**config.mk**
```make
export PLATFORM = sky130hd
export DESIGN_NAME = mcycle_datapath
export DESIGN_NICKNAME = d
export VERILOG_FILES = /design/src/rtl/mcycle_datapath_pkg.sv /design/src/rtl/mul_iter.sv /design/src/rtl/mcycle_datapath.sv
export SDC_FILE = /design/constraint.sdc
export NUM_CORES = 2
export LEC_CHECK = 0
export CORE_MARGIN = 2
export CORE_UTILIZATION = 54
export DETAILED_ROUTE_END_ITERATION = 6
export DONT_BUFFER_PORTS = 1
export PLACE_DENSITY_LB_ADDON = 0.3
export SYNTH_ARGS = -nofsm -noshare
export SYNTH_HDL_FRONTEND = slang
export SYNTH_SLANG_ARGS = --single-unit
```
**constraint.sdc**
```tcl
create_clock -name clk -period 20 [get_ports clk]
set_clock_uncertainty 0.15 [all_clocks]
set_input_delay 6 -clock clk [delete_from_list [all_inputs] [get_ports clk]]
set_output_delay 6 -clock clk [all_outputs]
set_load 0.1 [all_outputs]
```
**src/rtl/mcycle_datapath_pkg.sv**
```systemverilog
// Shared codes and types for the multicycle datapath and its iterative multiplier.
package mcycle_datapath_pkg;

    typedef enum logic [1:0] {
        ALU_ADD = 2'b00,
        ALU_SUB = 2'b01,
        ALU_AND = 2'b10,
        ALU_OR  = 2'b11
    } alu_op_e;

    typedef enum logic [1:0] {
        SRCA_A      = 2'b00,
        SRCA_PC     = 2'b01,
        SRCA_ALUOUT = 2'b10,
        SRCA_ZERO   = 2'b11
    } src_a_e;

    typedef enum logic [1:0] {
        SRCB_B    = 2'b00,
        SRCB_IMM  = 2'b01,
        SRCB_FOUR = 2'b10,
        SRCB_ZERO = 2'b11
    } src_b_e;

    typedef enum logic [1:0] {
        RES_ALUOUT    = 2'b00,
        RES_DATA      = 2'b01,
        RES_ALURESULT = 2'b10,
        RES_MULLO     = 2'b11
    } result_src_e;

    typedef enum logic [1:0] {
        IMM_BYTE   = 2'b00,
        IMM_12     = 2'b01,
        IMM_BRANCH = 2'b10,
        IMM_ZERO   = 2'b11
    } imm_src_e;

    typedef enum logic [1:0] {
        MUL_IDLE = 2'b00,
        MUL_RUN  = 2'b01,
        MUL_DONE = 2'b10
    } mul_state_e;

    typedef struct packed {
        logic n;
        logic z;
        logic c;
        logic v;
    } alu_flags_t;

    localparam int unsigned CONST_FOUR = 4;

endpackage

```
**src/rtl/mul_iter.sv**
```systemverilog
// Iterative shift-add multiplier: one multiplier bit per cycle, low WIDTH bits of the product.
module mul_iter
    import mcycle_datapath_pkg::*;
#(
    parameter int WIDTH = 32
) (
    input  logic             clk,
    input  logic             reset,
    input  logic             start,
    input  logic [WIDTH-1:0] a,
    input  logic [WIDTH-1:0] b,
    output logic [WIDTH-1:0] product,
    output logic             busy,
    output logic             done
);

    localparam int CNT_W = $clog2(WIDTH);
    localparam logic [CNT_W-1:0] LAST = CNT_W'(WIDTH - 1);

    mul_state_e       state;
    mul_state_e       state_next;
    logic [WIDTH-1:0] mcand;
    logic [WIDTH-1:0] mplier;
    logic [WIDTH-1:0] acc;
    logic [WIDTH-1:0] acc_step;
    logic [CNT_W-1:0] count;

    assign acc_step = mplier[0] ? acc + mcand : acc;

    // NOTE: state registers use <= so every flop samples pre-edge values; = here would chain updates within one edge.
    always_ff @(posedge clk) begin
        if (reset) begin
            state   <= MUL_IDLE;
            mcand   <= '0;
            mplier  <= '0;
            acc     <= '0;
            count   <= '0;
            product <= '0;
        end else begin
            state <= state_next;
            case (state)
                MUL_IDLE: begin
                    if (start) begin
                        mcand  <= a;
                        mplier <= b;
                        acc    <= '0;
                        count  <= '0;
                    end
                end
                MUL_RUN: begin
                    acc    <= acc_step;
                    mcand  <= mcand << 1;
                    mplier <= mplier >> 1;
                    count  <= count + CNT_W'(1);
                    if (count == LAST) product <= acc_step;
                end
                default: ;
            endcase
        end
    end

    // NOTE: every output of this block is given a default first, so no path leaves one unassigned and no latch is inferred.
    always_comb begin
        state_next = state;
        busy       = 1'b0;
        done       = 1'b0;
        case (state)
            MUL_IDLE: if (start) state_next = MUL_RUN;
            MUL_RUN: begin
                busy = 1'b1;
                if (count == LAST) state_next = MUL_DONE;
            end
            MUL_DONE: begin
                busy       = 1'b1;
                done       = 1'b1;
                state_next = MUL_IDLE;
            end
            default: state_next = MUL_IDLE;
        endcase
    end

endmodule

```
**src/rtl/mcycle_datapath.sv**
```systemverilog
// Multicycle processor datapath: PC/IR/Data/A/B/ALUOut registers, register file with PC alias,
// immediate extender, 4-op ALU with NZCV flags and a concurrent iterative multiplier.
module mcycle_datapath
    import mcycle_datapath_pkg::*;
#(
    parameter int WIDTH = 32,
    parameter int NREGS = 16
) (
    input  logic             clk,
    input  logic             reset,
    output logic [WIDTH-1:0] Adr,
    output logic [WIDTH-1:0] WriteData,
    input  logic [WIDTH-1:0] ReadData,
    output logic [31:0]      Instr,
    output logic [3:0]       ALUFlags,
    input  logic             PCWrite,
    input  logic             RegWrite,
    input  logic             IRWrite,
    input  logic             AdrSrc,
    input  logic [1:0]       RegSrc,
    input  logic [1:0]       ALUSrcA,
    input  logic [1:0]       ALUSrcB,
    input  logic [1:0]       ResultSrc,
    input  logic [1:0]       ImmSrc,
    input  logic [1:0]       ALUControl,
    input  logic             MulStart,
    output logic             MulBusy,
    output logic             MulDone
);

    localparam int IDX_W = $clog2(NREGS);
    localparam logic [IDX_W-1:0] PC_IDX = IDX_W'(NREGS - 1);

    logic [WIDTH-1:0] pc;
    logic [WIDTH-1:0] data;
    logic [WIDTH-1:0] a_reg;
    logic [WIDTH-1:0] b_reg;
    logic [WIDTH-1:0] alu_out;
    logic [WIDTH-1:0] mul_lo;
    logic [WIDTH-1:0] result;
    logic [WIDTH-1:0] src_a;
    logic [WIDTH-1:0] src_b;
    logic [WIDTH-1:0] b_eff;
    logic [WIDTH-1:0] ext_imm;
    logic [WIDTH-1:0] alu_result;
    logic [WIDTH:0]   sum;
    logic [WIDTH-1:0] rd1;
    logic [WIDTH-1:0] rd2;
    logic [IDX_W-1:0] ra1;
    logic [IDX_W-1:0] ra2;
    logic [IDX_W-1:0] wa;
    logic [WIDTH-1:0] rf [NREGS];
    alu_op_e          alu_op;
    logic             is_sub;
    alu_flags_t       flags;

    always_ff @(posedge clk) begin
        if (reset) begin
            pc      <= '0;
            Instr   <= '0;
            data    <= '0;
            a_reg   <= '0;
            b_reg   <= '0;
            alu_out <= '0;
        end else begin
            if (PCWrite) pc <= result;
            if (IRWrite) Instr <= 32'(ReadData);
            data    <= ReadData;
            a_reg   <= rd1;
            b_reg   <= rd2;
            alu_out <= alu_result;
        end
    end

    // NOTE: the register file has no reset; contents survive reset and software initialises them.
    assign wa = Instr[12 +: IDX_W];
    always_ff @(posedge clk) begin
        if (RegWrite) rf[wa] <= result;
    end

    // The top index aliases the PC: reads of it see the current Result.
    always_comb begin
        ra1 = RegSrc[0] ? PC_IDX : Instr[16 +: IDX_W];
        ra2 = RegSrc[1] ? Instr[12 +: IDX_W] : Instr[0 +: IDX_W];
        rd1 = (ra1 == PC_IDX) ? result : rf[ra1];
        rd2 = (ra2 == PC_IDX) ? result : rf[ra2];
    end

    always_comb begin
        ext_imm = '0;
        case (imm_src_e'(ImmSrc))
            IMM_BYTE:   ext_imm = WIDTH'(Instr[7:0]);
            IMM_12:     ext_imm = WIDTH'(Instr[11:0]);
            IMM_BRANCH: ext_imm = WIDTH'({{WIDTH{Instr[23]}}, Instr[23:0], 2'b00});
            default:    ext_imm = '0;
        endcase
    end

    always_comb begin
        src_a = a_reg;
        case (src_a_e'(ALUSrcA))
            SRCA_A:      src_a = a_reg;
            SRCA_PC:     src_a = pc;
            SRCA_ALUOUT: src_a = alu_out;
            default:     src_a = '0;
        endcase
        src_b = b_reg;
        case (src_b_e'(ALUSrcB))
            SRCB_B:    src_b = b_reg;
            SRCB_IMM:  src_b = ext_imm;
            SRCB_FOUR: src_b = WIDTH'(CONST_FOUR);
            default:   src_b = '0;
        endcase
    end

    // Subtraction is a + ~b + 1, so the adder's carry-out is already NOT borrow.
    assign alu_op = alu_op_e'(ALUControl);
    assign is_sub = (alu_op == ALU_SUB);
    assign b_eff  = is_sub ? ~src_b : src_b;
    assign sum    = {1'b0, src_a} + {1'b0, b_eff} + (WIDTH + 1)'(is_sub);

    always_comb begin
        alu_result = sum[WIDTH-1:0];
        flags      = '0;
        case (alu_op)
            ALU_ADD, ALU_SUB: begin
                alu_result = sum[WIDTH-1:0];
                flags.c    = sum[WIDTH];
                flags.v    = (src_a[WIDTH-1] == b_eff[WIDTH-1]) &&
                             (alu_result[WIDTH-1] != src_a[WIDTH-1]);
            end
            ALU_AND: alu_result = src_a & src_b;
            default: alu_result = src_a | src_b;
        endcase
        flags.n = alu_result[WIDTH-1];
        flags.z = (alu_result == '0);
    end

    assign ALUFlags = flags;

    always_comb begin
        result = alu_out;
        case (result_src_e'(ResultSrc))
            RES_ALUOUT:    result = alu_out;
            RES_DATA:      result = data;
            RES_ALURESULT: result = alu_result;
            default:       result = mul_lo;
        endcase
    end

    assign Adr       = AdrSrc ? result : pc;
    assign WriteData = b_reg;

    mul_iter #(
        .WIDTH(WIDTH)
    ) u_mul (
        .clk    (clk),
        .reset  (reset),
        .start  (MulStart),
        .a      (a_reg),
        .b      (b_reg),
        .product(mul_lo),
        .busy   (MulBusy),
        .done   (MulDone)
    );

endmodule

```
==> results.json <==
{
  "status": "finished, violations left",
  "failed_checks": "DRC",
  "hp-class": "flip-flop to flip-flop",
  "drt_iter0_markers": 4345,
  "grt_usage": 0.337,
  "io_pins": 153,
  "total_power_uw": 4370,
  "synth_seq_cells": 822,
  "area_delta_synth_final_pct": 10.2,
  "via_per_inst": 6.84,
  "synth-async-reset-ratio": 0,
  "cts-buffers-inserted": 85,
  "synth_area_um2": 41400,
  "cp_max_fo": 24,
  "synth_xor_area_frac": 0.0161,
  "startpoint_type": "input port",
  "synth-edff-count": 495,
  "worstMarginPinSlew_ns": 1.31,
  "power.switching_uw": 1270,
  "dp_hpwl_um": 84000,
  "die_area_um2": 78900,
  "cts-root-buf": "clkbuf_16",
  "setup_viol": 0,
  "peakVddDrop_v": 0.0000800,
  "crit_required_ns": 13.85,
  "globalplace.congestion": 1.01,
  "die_w_um": 281,
  "intPower_uw": 3100,
  "critPathCaptureType": "primary output",
  "syn-num-nets": 3634,
  "nNetsFinal": 3552,
  "grt_pass1_wl_um": 195000,
  "synth.yosys.seq_area_share": 0.517,
  "synth_top_family_by_area": "multiplexers",
  "timing.rr.start": "WriteData[6]$_SDFF_PP0_",
  "drive_above_1_share": 0.159,
  "synthCells": 3514,
  "grt_max_degree": 329,
  "yosys.area_share.simple": 0.104,
  "row_count": 101,
  "report.final.slew_viol_count": 0,
  "fin_setup_tns_ns": 0,
  "clockBufferDepth": 3,
  "power_frac_comb": 0.172,
  "die_height_um": 281,
  "layout.cells.most_common": "edfxtp_1",
  "hold_violations": 0,
  "drtAntennaViolNets": 0,
  "p_leak_uw": 0.0161,
  "grt_pass1_vias": 29600,
  "place_area_um2": 42700,
  "share_seq_of_total_power": 0.452,
  "clockPowerShare": 0.376,
  "critPathLaunch": "ALUSrcB[1]",
  "final_cell_mix": "edfxtp_1 (495), nor2_1 (431), dfxtp_1 (319)",
  "worstSetupPathType": "input port to primary output",
  "final_cell_area_um2": 45600,
  "grt_setup_unrepaired": "false",
  "initial_core_util": 0.545,
  "fillCellCount": 5926,
  "swShare": 0.291,
  "antenna_found_initial": 5,
  "wl_per_cell_um": 29.7,
  "routed_wl_um": 135000,
  "cts_resized": 0,
  "num_vias": 31000,
  "yosys_warnings": 0,
  "fmax_mhz": 57.5,
  "relSlewSlack": 0.107,
  "fin_crit_ns": 17.40,
  "postCtsSetupBuffers": 0,
  "holdBufCountCts": 0,
  "synth_fa_ha_area_frac": 0.0275,
  "powerDensity_nw_per_um2": 95.8,
  "core_um2": 75900,
  "firstDrtPassIters": 7,
  "clock-sinks": 822,
  "drc_errors": 4,
  "path_clk_slew_ns": 0.06,
  "gr-total-overflow": 0,
  "syn_avg_cell_area_um2": 11.8,
  "largest_reg_flops": 495,
  "fin_crit_sh": 0.870,
  "io_buffers": 0,
  "synth_compound_area_frac": 0.133,
  "h-tree-depth": 3,
  "synthMuxAreaShare": 0.169,
  "worstSkewPairLatency_ns": 0.65,
  "yosysUniqueCellTypes": 99,
  "top_register": "rf",
  "synth_ff_type": "edfxtp_1",
  "arrival_ns": 11.25,
  "cap_violations": 0,
  "min-delay-start": "u_mul.mplier[31]$_SDFFE_PP0P_",
  "cts_tree": "done"
}
## power by group through the flow
stage          Combinational [uW]  Clock (uW)  Sequential (uW)
2_1_floorplan                 508           0             2030
6_report                      754        1640             1980
4_1_cts                       737        1650             1970
5_1_grt                       793        1720             1980
3_5_place_dp                  732           0             2010
3_3_place_gp                  727           0             2010
## metrics by stage
| stage | hold slack [ns] | cells | utilization | worst slack, ns |
|---|---|---|---|---|
| final | 0.318 | 4536 | 0.601 | 2.60 |
| after global routing | 0.328 | 4535 | 0.600 | 2.49 |
| after CTS | 0.313 | 4532 | 0.600 | 2.76 |
| after detailed placement | 0.305 | 4374 | 0.562 | 2.78 |
| after global placement | 0.297 | 4374 | 0.562 | 2.80 |
| after floorplan | 0.283 | 3514 | - | 2.06 |
## worst max-delay path: stages
cell and delay (ns):
and4bb_1 1.05, a221o_1 0.36, xnor2_1 0.08, ha_1 0.43, and2_1 0.21, a221oi_2 0.45, o221a_2 0.37, a21oi_1 0.11
o21a_1 0.19, o31ai_1 0.70, mux4_2 0.68, mux2_2 0.60
## routing by layer
metal	vias to the layer above	share of wire	track usage
li1	13300	-	-
met1	15200	0.38	0.440
met2	2108	0.45	0.516
met3	391	0.12	0.0895
met4	2	0.053	0.178
met5	-	0.000052	0
## final timing paths
check,to,slack [ns],cells past startpoint
setup / recovery,Adr[19],2.60,12
hold / removal,u_mul.mplier[31]$_SDFFE_PP0P_,0.32,2
setup reg to reg,a_reg[31]$_SDFF_PP0_,13.83,14
hold reg to reg,u_mul.mplier[31]$_SDFFE_PP0P_,0.32,2
## cell usage after synthesis, types with 26 or more instances
master / count / share of area
dfxtp_1: 327 / 0.16
mux4_2: 197 / 0.11
nand2_1: 176 / 0.016
o221ai_1: 32 / 0.0068
nand3_1: 26 / 0.0031
mux2i_1: 217 / 0.052
nor3_1: 47 / 0.0057
a221oi_1: 28 / 0.0059
o21a_1: 39 / 0.0071
a31oi_1: 41 / 0.0062
o22ai_1: 45 / 0.0068
nor2b_1: 67 / 0.010
a21oi_1: 175 / 0.021
o21ai_0: 90 / 0.011
a21o_1: 34 / 0.0062
nor4_1: 60 / 0.0091
buf_2: 36 / 0.0044
xnor2_1: 60 / 0.013
buf_1: 29 / 0.0026
a311oi_1: 34 / 0.0072
clkbuf_1: 199 / 0.018
a22oi_1: 29 / 0.0053
ha_1: 67 / 0.020
edfxtp_1: 495 / 0.36
a211oi_1: 120 / 0.022
inv_1: 67 / 0.0061
nor2_1: 451 / 0.041
mux2_2: 34 / 0.0093
## final cells by class
| cell class | instances | area, um^2 | share of cell area |
|---|---|---|---|
| antenna | 3 | 7.51 | 0.000165 |
| clock buffer | 118 | 2400 | 0.0527 |
| clock inverter | 40 | 488 | 0.0107 |
| inverter | 69 | 259 | 0.00568 |
| multi-input combinational | 2349 | 18900 | 0.414 |
| sequential | 822 | 21400 | 0.470 |
| tap | 1030 | 1290 | 0.0283 |
| timing repair buffer | 105 | 838 | 0.0184 |
## cells by family after synthesis
group                    after synthesis
AO/OA/AOI/OAI                        791
adder cells (fa/ha/maj)               95
flip-flops                           822
buffers and inverters                343
XOR/XNOR                              76
AND/OR/NAND/NOR                      939
multiplexers                         448
(Power assumes the default switching activity.)
